**src/rtl/noc_pkg.sv**
```systemverilog
// noc_pkg: shared definitions for the NoC port arbiter.
//   arb_state_e  - arbiter FSM state encoding (IDLE / LOCK)
//   N_PORTS_DEF  - default requester count
//   tail_bit()   - bit position of the tail flag within a flit (MSB)
//   idx_width()  - width of a port index, never less than 1 bit
package noc_pkg;

  typedef enum logic {
    ST_IDLE = 1'b0,
    ST_LOCK = 1'b1
  } arb_state_e;

  localparam int N_PORTS_DEF = 4;

  function automatic int tail_bit(input int width);
    return width - 1;
  endfunction

  function automatic int idx_width(input int n);
    return (n > 1) ? $clog2(n) : 1;
  endfunction

endpackage

```
**src/rtl/rr_grant_picker.sv**
```systemverilog
// rr_grant_picker: combinational round-robin search.
//   req     [N-1:0]  - request vector (1 = port wants service)
//   ptr     [IW-1:0] - last served port; search starts at ptr+1 mod N
//   winner  [IW-1:0] - first requesting port found (0 when none)
//   any_req          - at least one request is present
module rr_grant_picker #(
  parameter int N  = 4,
  parameter int IW = 2
) (
  input  logic [N-1:0]  req,
  input  logic [IW-1:0] ptr,
  output logic [IW-1:0] winner,
  output logic          any_req
);

  function automatic int wrap_idx(input int p, input int k);
    int s;
    s = p + k;
    if (s >= N) s = s - N;
    return s;
  endfunction

  // Walk offsets from farthest to nearest so the nearest hit after ptr
  // is the last one written and therefore wins.
  always_comb begin
    winner  = '0;
    any_req = 1'b0;
    for (int k = N; k >= 1; k--) begin
      for (int i = 0; i < N; i++) begin
        if (req[i] && (i == wrap_idx(int'(ptr), k))) begin
          winner  = IW'(i);
          any_req = 1'b1;
        end
      end
    end
  end

endmodule

```
**src/rtl/rr_port_arbiter.sv**
```systemverilog
// rr_port_arbiter: round-robin arbiter moving flits from N_PORTS input
// buffers onto one output link.
//   clk, rst   - clock; asynchronous active-high reset
//   empty      - per-buffer empty flag (0 = flit available)
//   buf_data   - buffer heads, port i at [i*bit_width +: bit_width]
//   out_full   - downstream backpressure, blocks every transfer
//   consume    - combinational one-hot pop strobe to the buffers
//   data_out   - registered flit, valid_out marks the cycle after a pop
//   grant_id   - registered index of the port that supplied data_out
//   busy       - a multi-flit packet currently holds the grant
// Build option: define ARB_PKT_LOCK_EN for wormhole packet locking (grant
// held from header through tail flit). Without it arbitration is per flit,
// the tail bit is ignored and busy stays 0.
module rr_port_arbiter import noc_pkg::*; #(
  parameter int N_PORTS   = N_PORTS_DEF,
  parameter int bit_width = 16
) (
  input  logic                            clk,
  input  logic                            rst,
  input  logic [N_PORTS-1:0]              empty,
  input  logic [N_PORTS*bit_width-1:0]    buf_data,
  input  logic                            out_full,
  output logic [N_PORTS-1:0]              consume,
  output logic [bit_width-1:0]            data_out,
  output logic                            valid_out,
  output logic [idx_width(N_PORTS)-1:0]   grant_id,
  output logic                            busy
);

  localparam int IW = idx_width(N_PORTS);
  localparam int TB = tail_bit(bit_width);

  arb_state_e           state;
  logic [IW-1:0]        ptr, winner, sel, owner;
  logic                 any_req, pop, owner_rdy;
  logic [N_PORTS-1:0]   req;
  logic [bit_width-1:0] sel_flit;

  assign req = ~empty;

  rr_grant_picker #(.N(N_PORTS), .IW(IW)) u_pick (
    .req     (req),
    .ptr     (ptr),
    .winner  (winner),
    .any_req (any_req)
  );

`ifdef ARB_PKT_LOCK_EN
  arb_state_e state_nxt;

  // State register; owner is captured when a header (non-tail) flit wins.
  always_ff @(posedge clk or posedge rst) begin
    if (rst) begin
      state <= ST_IDLE;
      owner <= '0;
    end else begin
      state <= state_nxt;
      if (state == ST_IDLE && pop && !sel_flit[TB]) owner <= winner;
    end
  end

  always_comb begin
    state_nxt = state;
    case (state)
      ST_IDLE: if (pop && !sel_flit[TB]) state_nxt = ST_LOCK;
      ST_LOCK: if (pop &&  sel_flit[TB]) state_nxt = ST_IDLE;
      default: state_nxt = ST_IDLE;
    endcase
  end
`else
  assign state = ST_IDLE;
  assign owner = '0;
`endif

  // Output decode: who is served this cycle and the pop strobe.
  always_comb begin
    sel       = winner;
    pop       = 1'b0;
    busy      = 1'b0;
    owner_rdy = 1'b0;
    for (int i = 0; i < N_PORTS; i++)
      if (owner == IW'(i)) owner_rdy = ~empty[i];
    case (state)
      ST_IDLE: pop = any_req & ~out_full;
      ST_LOCK: begin
        sel  = owner;
        pop  = owner_rdy & ~out_full;
        busy = 1'b1;
      end
      default: ;
    endcase
    if (rst) pop = 1'b0;
    consume  = '0;
    sel_flit = '0;
    for (int i = 0; i < N_PORTS; i++) begin
      if (sel == IW'(i)) begin
        consume[i] = pop;
        sel_flit   = buf_data[i*bit_width +: bit_width];
      end
    end
  end

  // ptr only advances on IDLE grants; inside a packet it already names the owner.
  always_ff @(posedge clk or posedge rst) begin
    if (rst) begin
      ptr       <= IW'(N_PORTS - 1);
      data_out  <= '0;
      valid_out <= 1'b0;
      grant_id  <= '0;
    end else begin
      valid_out <= pop;
      if (pop) begin
        data_out <= sel_flit;
        grant_id <= sel;
        if (state == ST_IDLE) ptr <= winner;
      end
    end
  end

endmodule
```
**config.mk**
```make
export PLATFORM = sky130hd
export DESIGN_NAME = rr_port_arbiter
export DESIGN_NICKNAME = d
export VERILOG_FILES = /design/src/rtl/noc_pkg.sv /design/src/rtl/rr_grant_picker.sv /design/src/rtl/rr_port_arbiter.sv
export SDC_FILE = /design/constraint.sdc
export NUM_CORES = 1
export LEC_CHECK = 0
export ABC_AREA = 1
export BUFFER_PORTS_ARGS = -buffer_cell sky130_fd_sc_hd__buf_2
export CAP_MARGIN = 20
export CORE_ASPECT_RATIO = 1.1
export CORE_MARGIN = 1
export CORE_UTILIZATION = 24
export DETAILED_ROUTE_END_ITERATION = 8
export GPL_TIMING_DRIVEN = 0
export PLACE_DENSITY = 0.57
export SLEW_MARGIN = 20
export SYNTH_ARGS = -nofsm -noshare
export SYNTH_HDL_FRONTEND = slang
export SYNTH_HIERARCHICAL = 1
export SYNTH_SLANG_ARGS = --single-unit
```
**constraint.sdc**
```tcl
create_clock -name clk -period 5.3 [get_ports clk]
set_input_delay 0.53 -clock clk [delete_from_list [all_inputs] [get_ports clk]]
set_output_delay 0.53 -clock clk [all_outputs]
set_load 0.005 [all_outputs]
```
* Word-level counts from Yosys, hierarchy flattened *
Cells that the tools add are included.

cells by class
  reductions and logical operators = 21
  muxes and demuxes = 44
  eq/ne operators = 15
  $add $sub $neg = 8
  bitwise logic cells = 3
  $lt $le $gt $ge = 4

operator list
  operator                                              number
  == test 3 x 32 -> 1 bit, first input constant         8
  == test 2 x 32 -> 1 bit, first input constant         4
  logical NOT 32 bit                                    4
  two-way mux 32 bit                                    4
  subtractor 32 x 4 -> 32 bit, second input constant    4
  >= comparator 32 x 4 -> 1 bit, second input constant  3
  two-way mux 16 bit                                    4
  two-way mux 2 bit                                     14
  two-way mux 1 bit                                     22
  logical AND 1 bit                                     16
  adder 2 x 2 -> 3 bit, second input constant           2
  adder 2 x 3 -> 4 bit, second input constant           1
  == test 2 bit, second input constant                  2
  >= comparator 4 x 3 -> 1 bit, second input constant   1
  NOT 4 bit                                             1
  adder 2 x 1 -> 3 bit, second input constant           1
  == test 2 x 1 -> 1 bit, second input constant         1
  logical NOT 2 bit                                     1
  AND 1 bit                                             1
  NOT 1 bit                                             1

storage, ports and cells
  output and inout bits = 24
  register bits = 21

* Longest topological paths before layout *
Gate-level depths: netlist (run 1).

  depth in word-level cells = 25
  mapped depth = 22

* By module *
The synthesis (run 1) kept the hierarchy.

modules (own cells, without submodules)
  module           sequential area each (µm²)  area an instance (µm²)  times used  cells an instance
  rr_port_arbiter  528.0                       1338.8                  1           206
  rr_grant_picker  0.0                         226.5                   1           44

* Worst setup path before layout (run 1) *
OpenSTA, ideal clock, no wires.

  kind = in2out
  from = input empty[3]
  to = output consume[1]
  arrival = 1.849 ns
  stages on the path = 18
  setup slack = 2.921 ns
  cell sequence = inv_1 -> nand3_4 -> nand2_1 -> nand2_1 -> nand2_1 -> nand2_1 -> nand2_1 -> nand2_1 -> nand2_1 -> nand2_1 -> nand2_1 -> nand2_1 -> nand2_1 -> nand2_1 -> nand2_1 -> buf_4 -> nand2_1 -> nor2_1

RTL lines
  item                             line                   text
  start, declared                  rr_port_arbiter.sv:20  input logic [N_PORTS-1:0] empty,
  NOT 4 bit *                      rr_port_arbiter.sv:39  assign req = ~empty;
  logical AND 1 bit                rr_grant_picker.sv:30  if (req[i] && (i == wrap_idx(int'(ptr), k))) begin
  two-way mux 2 bit (12 in a row)  rr_grant_picker.sv:30
  two-way mux 2 bit *              rr_grant_picker.sv:30
  via sel[0]                       rr_port_arbiter.sv:34  logic [IW-1:0] ptr, winner, sel, owner;
  == test 2 x 1 -> 1 bit *         rr_port_arbiter.sv:96  if (sel == IW'(i)) begin
  two-way mux 1 bit *              rr_port_arbiter.sv:96
  end, declared                    rr_port_arbiter.sv:23  output logic [N_PORTS-1:0] consume,

The timed path passes the listed nets; every way through them passes the cells marked *.

* Final worst setup path (run 1) *
  from = register ptr[1]
  to = output consume[1]

RTL lines
  item                                                                         line                    text
  start, declared                                                              rr_port_arbiter.sv:34
  start signal, assigned                                                       rr_port_arbiter.sv:106  ptr <= IW'(N_PORTS - 1);
  start signal, assigned                                                       rr_port_arbiter.sv:115  if (state == ST_IDLE) ptr <= winner;
  adder 2 x 3 -> 4 bit                                                         rr_grant_picker.sv:18   s = p + k;
  subtractor 32 x 4 -> 32 bit or >= comparator 4 x 3 -> 1 bit (tied branches)  rr_grant_picker.sv:19   if (s >= N) s = s - N;
  two-way mux 32 bit                                                           rr_grant_picker.sv:19
  == test 2 x 32 -> 1 bit                                                      rr_grant_picker.sv:30
  logical AND 1 bit                                                            rr_grant_picker.sv:30
  two-way mux 1 bit                                                            rr_grant_picker.sv:30
  two-way mux 2 bit (13 in a row)                                              rr_grant_picker.sv:30
  two-way mux 2 bit *                                                          rr_grant_picker.sv:30
  via sel[0]                                                                   rr_port_arbiter.sv:34
  == test 2 x 1 -> 1 bit *                                                     rr_port_arbiter.sv:96
  two-way mux 1 bit *                                                          rr_port_arbiter.sv:96

Marks and branches as above.

==> results of run 1 <==
worst max-delay path: cells and delay by family, from the launching register on:
family	cells	cell delay, ns
simple gates	15	1.16
flops	1	0.55
buf+inv	4	0.58
power groups by stage:
stage	registers (mW)	logic [mW]	clock network (mW)
3_5_place_dp	0.279	0.959	0
5_1_grt	0.289	1.08	0.117
3_3_place_gp	0.280	0.949	0
2_1_floorplan	0.282	0.655	0
4_1_cts	0.279	0.962	0.111
6_report	0.278	0.953	0.106
registers in the layout, summed over array words and instances, names as in the netlist:
name and flops:
valid_out 1, grant_id 2, data_out 16, ptr 2
layout make-up:
cell class	instances	area, sq um
plain buffers	15	111
clock buffers	3	41.3
clock inverters	1	5.00
fillers	740	4050
inverters	12	45.0
multi-input cells	202	881
flip-flops and latches	21	528
well taps	80	100
repair buffers	93	465
layout by cell type (no fill, tap or decap):
master and instances:
nand3_4 1, clkbuf_1 1, dfrtp_1 19, buf_6 4
buf_4 5, clkinv_2 1, nand3_1 42, buf_2 98
a31oi_1 2, nor4_1 1, nand2_4 1, nand3_2 1
nor3_1 1, nand4_1 1, inv_2 2, o21bai_1 1
o21ai_1 9, nor2_1 37, clkbuf_8 3, dfstp_2 2
nor2_4 1, conb_1 1, clkinv_1 1, o21ai_0 7
inv_1 9, nand2_1 96
cells in the mapped netlist:
| cell | count |
|---|---|
| a31oi_1 | 2 |
| buf_2 | 5 |
| buf_4 | 5 |
| buf_6 | 4 |
| clkbuf_1 | 1 |
| clkinv_1 | 1 |
| conb_1 | 1 |
| dfrtp_1 | 19 |
| dfstp_2 | 2 |
| inv_1 | 9 |
| inv_2 | 2 |
| nand2_1 | 96 |
| nand2_4 | 1 |
| nand3_1 | 42 |
| nand3_2 | 1 |
| nand3_4 | 1 |
| nand4_1 | 1 |
| nor2_1 | 37 |
| nor2_4 | 1 |
| nor3_1 | 1 |
| nor4_1 | 1 |
| o21ai_0 | 7 |
| o21ai_1 | 9 |
| o21bai_1 | 1 |
metal layers:
layer / part of all wire, % / track usage [%]
met1: 45 / 19.7
met2: 49 / 29.0
met3: 6.0 / 2.21
met4: 0.26 / 2.98
met5: 0 / 0
cells by family after synthesis:
family | share of synthesized area (%)
other | 0.240
buffers and inverters | 9.99
AND/OR/NAND/NOR | 49.6
AO/OA/AOI/OAI | 6.39
flip-flops | 33.7
metrics by stage:
stage / power [mW] / setup WS [ns] / hold slack [ns]
finish: 1.34 / 2.23 / 0.428
global route: 1.48 / 2.03 / 0.494
CTS: 1.35 / 2.25 / 0.466
detailed placement: 1.24 / 2.43 / 0.466
global placement: 1.23 / 2.44 / 0.460
floorplan: 0.937 / 2.92 / 0.454
path summary, 6_finish.rpt:
kind | start | end | slack, ns | depth (start not counted)
min in group clk | ptr[1] | ptr[1] | 0.48 | 2
worst max register to register | ptr[1] | data_out[12] | 2.91 | 22
max in group asynchronous | rst | data_out[12] | 4.35 | 2
worst max-delay path | ptr[1] | consume[1] | 2.23 | 19
worst min-delay path | rst | data_out[5] | 0.43 | 2
worst min register to register | ptr[1] | ptr[1] | 0.48 | 2
==> qor.txt, run 1 <==
Outcome - finished clean
Antenna Violating Nets Remaining - 0
Combinational Power Share - 71.2%
FP Rows - 30
Top achievable clock speed - 325 MHz
RSZ-0062 raised after global routing - false
Mapped Nets - 321
H-Tree Depth - 1
Mapped Area - 1570 sq um
FF+latch count, synth - 21
Crit path cell chain - buf_6, inv_2, nand3_1, nand2_1, nand2_1, nand2_1, nand2_1, nand2_1, nand2_1, nand2_1, nand2_1, nand2_1, nand2_1, nand2_1, nand2_1, buf_4, nand2_1, nor2_1, buf_2
Nets@finish - 419
Most frequent CP cell - nand2_1
Design Area, Final - 2180 sq um
Synthesized instance count - 250
CTS resizes - 0
Die W - 79 microns
WL per Instance - 12.5 microns
Clock transition at path regs - 0.08 ns
DIE HEIGHT - 86.7 microns
Final hold violation count - 0
Via-to-Cell Ratio - 4.49
Initial antenna violation count - 0
P_sw - 0.692 mW
Register area share after synthesis - 33.7%
Setup bufs post-CTS - 0
Synth area leader - dfrtp_1
Power per cell area - 614 nW/um^2
Post-route minimum period - 3.07 ns
Clock sink count - 21
Yosys top cell area share - 30.4%
Final core occ - 34.9%
Mapped Avg Cell Area - 6.26 sq um
Startpoint Class - flip-flop
DRC errors left - 0
Sw frac - 51.8%
Core outline area - 6230 sq um
Synth-to-layout area growth - 39.1%
Hold Buf Count CTS - 0
Crit end category - output port
Lkg Pwr - 1.29 nW
IO Count - 95
Setup clock skew after layout - 0.00505 ns
CTS tree - built
Die area - 6850 sq um
CP Class - flip-flop to output port
Post-detail-place hpwl - 4030 microns
Routability-driven placement congestion ratio - 0.856
Number of diodes - 0
Pin count of the biggest net entering global routing - 23
Final Non-Filler Cells - 427
Initial drt markers - 48
Initial Util - 25.1%
I/O Buffers - 93
Crit share post-route - 58.0%
Maximum vdd ir drop - 0.000220 V
Synth unique cells - 24
Critical path arrival - 2.54 ns
Sequential power share - 20.8%
Synthesis Warnings - 6
Setup violators final - 0
DR pass1 iterations - 4
Dpl cell area - 2130 sq um
Top area cells in the synthesized netlist - dfrtp_1 30%, nand2_1 23%, nand3_1 13%
Worst Max-Slew Pin Slew - 0.839 ns
Clk Latency, worst-skew pair - 0.26 ns
Int Power - 0.645 mW
Final wirelength - 5350 microns
Share of cells above drive strength 1 - 34.3%
Root Buffer - clkbuf_8
Total track usage - 15.8%
Hold WC Path Type - input pin to asynchronous set/reset pin
CP peak stage delay - 0.55 ns
Total CTS buffers - 3
Grt total ovfl - 0
CTS Buffer Depth - 2
Rel. slew slack - 44.0%
Total number of vias - 1919
Max-slew violations - 0
Number of global-route vias before repair - 1889
Crit path max fanout - 10
Critical path required time - 4.77 ns
Slowest cell on the critical path - dfstp_2
Placed cells - 423
Final TNS setup - 0 ns
Clock group share of total power - 7.9%
First-pass GRT wire length - 8470 microns
MaxCap Viol Count - 0
No activity file was read; power rests on OpenSTA's default activity.
==> run 2, diff against run 1 <==
- ABC_AREA: 1 -> 0
- PLACE_DENSITY: 0.57 -> 0.59
- clock period: 5.3 -> 3 ns (I/O delays scaled with it)
==> run 2 against run 1 <==
Effect of this change: combinational power decreased by 22%; setup slack worse by 1.6 ns; largest cell class unchanged; clock skew up 0.0015 ns; routed wire length is 41% lower.
==> qor.txt, run 2 <==
Outcome - finished clean
RSZ-0062 raised after global routing - false
Lkg Pwr - 0.944 nW (-27%)
Pin count of the biggest net entering global routing - 22 (-4.3%)
Hold WC Path Type - input pin to asynchronous set/reset pin
Worst Max-Slew Pin Slew - 0.892 ns (+0.0528 ns)
CTS Buffer Depth - 2 (unchanged)
Maximum vdd ir drop - 0.000307 V (+39%)
Most common cell after layout, fill and taps aside - buf_2
Critical path required time - 2.70 ns (-2.07 ns)
Die W - 72.7 microns (-8.0%)
DRC errors left - 0 (unchanged)
Mapped Area - 1320 sq um (-16%)
Initial drt markers - 17 (-65%)
Crit share post-route - 77.8%
Via-to-Cell Ratio - 4.49 (about the same)
I/O Buffers - 93 (unchanged)
First-pass GRT wire length - 5190 microns (-39%)
Final TNS setup - 0 ns (unchanged)
FF+latch count, synth - 21 (unchanged)
Root Buffer - clkbuf_8
H-Tree Depth - 1 (unchanged)
Total number of vias - 1159 (-40%)
Setup clock skew after layout - 0.00651 ns (+0.00146 ns)
Yosys top cell area share - 36.1% (+5.7 points)
Hold_ws - 0.208 ns (-0.220 ns)
CP Class - flip-flop to output port
Number of global-route vias before repair - 1158 (-39%)
DR pass1 iterations - 4 (unchanged)
FP Rows - 27 (-10%)
Die area - 5800 sq um (-15%)
MaxCap Viol Count - 0 (unchanged)
Total track usage - 11.8% (-4.1 points)
Clock sink count - 21 (unchanged)
Biggest regs - data_out x16, grant_id x2, ptr x2
Fillers - 540 (-27%)
Max reg flops - 16 (unchanged)
CTS resizes - 0 (unchanged)
Design Area, Final - 1920 sq um (-12%)
Post-route minimum period - 2.33 ns
Pwr Total - 1.43 mW (+6.9%)
Synth area leader - dfrtp_1
Number of flops mapped to enable cells by yosys - 0 (unchanged)
Asr flop ratio synth - 100% (unchanged)
Rel. slew slack - 39.6% (-4.4 points)
Max-slew violations - 0 (unchanged)
Grt total ovfl - 0 (unchanged)
Register area share after synthesis - 40.0% (+6.3 points)
IO Count - 95 (unchanged)
Hold Buf Count CTS - 0 (unchanged)
Final hold violation count - 0 (unchanged)
Share of cells above drive strength 1 - 74.2% (+40 points)
Total CTS buffers - 3 (unchanged)
CTS tree - built
Dpl cell area - 1870 sq um (-12%)
Final wirelength - 3170 microns (-41%)
Top reg by flops - data_out
Final worst slack - 0.667 ns (-1.56 ns)
Power per cell area - 745 nW/um^2 (+21%)
Top area cells in the synthesized netlist - dfrtp_1 36%, mux4_2 24%, mux2_2 16%
Synth unique cells - 27 (+13%)
Post-Place Worst Slack - 0.442 ns (-1.99 ns)
Synth-to-layout area growth - 45.5%
Setup bufs post-CTS - 0 (unchanged)
Initial Util - 25.7% (+0.56 points)
Crit path max fanout - 10 (unchanged)
Setup violators final - 0 (unchanged)
Antenna Violating Nets Remaining - 0 (unchanged)
Critical path arrival - 2.03 ns (-0.51 ns)
Nets@finish - 258 (-38%)
Commonest non-fill, non-tap cells in the layout - 94 x buf_2, 19 x mux2_2, 19 x dfrtp_1
WL per Instance - 12.3 microns (-1.8%)
Clk Latency, worst-skew pair - 0.26 ns (about the same)
Initial antenna violation count - 0 (unchanged)
Core outline area - 5130 sq um (-18%)
Post-detail-place hpwl - 2580 microns (-36%)
Mapped Nets - 160 (-50%)
Number of diodes - 0 (unchanged)
Synth cell count leaders - 19 x dfrtp_1, 19 x mux2_2, 14 x mux4_2
Top achievable clock speed - 429 MHz
DIE HEIGHT - 79.7 microns (-8.0%)
Crit end category - output port
Startpoint Class - flip-flop
Ys flop type - dfrtp_1
Mapped Avg Cell Area - 14.8 sq um (+140%)
Clock transition at path regs - 0.08 ns (about the same)
Synthesis Warnings - 6 (unchanged)
Synthesized instance count - 89 (-64%)
Routability-driven placement congestion ratio - 0.724 (-15%)
[run 2: changes by cell type in the layout (fill, tap and decap cells not counted), sizes merged, moves of 6 or more]
cell	previous run	this run
nand3	44	0
nor2	38	4
mux2	0	20
buf	107	99
nand2	97	1
inv	11	5
mux4	0	16
o21ai	16	2
[run 2: routing by layer]
metal	track usage (%)	part of all wire, %	wire length, microns
met5	0	0	0
met4	3.53	0.98	31
met3	2.78	8.3	263
met2	21.1	51	1620
met1	13.7	40	1260
[run 2: area by class of cell]
type | count | area [sq um] | share of cell area (%)
timing repair buffer | 93 | 465 | 24.3
inverter | 5 | 18.8 | 0.978
buffer | 7 | 50.0 | 2.61
clock buffer | 4 | 45.0 | 2.35
tap | 72 | 90.1 | 4.69
sequential | 21 | 528 | 27.5
multi-input combinational | 56 | 722 | 37.6
[run 2: worst paths after layout]
kind / slack, ns / start / cells past startpoint / end
setup reg to reg: 0.76 / ptr[0] / 6 / data_out[13]
max in group asynchronous: 2.29 / rst / 2 / valid_out
hold reg to reg: 0.51 / data_out[0] / 1 / data_out[0]
min in group clk: 0.46 / out_full / 3 / valid_out
setup / recovery: 0.67 / ptr[0] / 6 / consume[1]
hold / removal: 0.21 / rst / 2 / data_out[12]
[run 2: cells by family (layout without fill, tap and decap cells)]
kind of cell	after synthesis	count (layout)	synth area share, %
mux	36	36	45.3
flops	21	21	40.0
simple gates	14	14	6.74
buf+inv	12	109	5.22
compound gates	5	5	2.47
other cells	1	1	0.284
[run 2: report_power, final]
| part | leakage (nW) | total (mW) | internal, mW | switching (mW) |
|---|---|---|---|---|
| logic | 0.677 | 0.742 | 0.457 | 0.285 |
| registers | 0.244 | 0.502 | 0.432 | 0.0706 |
| clock network | 0.0228 | 0.185 | 0.0945 | 0.0908 |
| total | 0.944 | 1.43 | 0.984 | 0.446 |
[run 2: critical path, cell delays in order (launching register included)]
cell	delay, ns
dfstp_2	0.54
nand2b_1	0.12
o22ai_1	0.08
nor2_1	0.24
clkbuf_1	0.44
and3b_1	0.23
buf_2	0.12
[run 2: stage by stage]
step | std cells | utilization, %
2_1_floorplan | 89 | -
3_3_place_gp | 254 | 36.5
3_5_place_dp | 254 | 36.5
4_1_cts | 258 | 37.4
5_1_grt | 258 | 37.4
6_report | 258 | 37.4
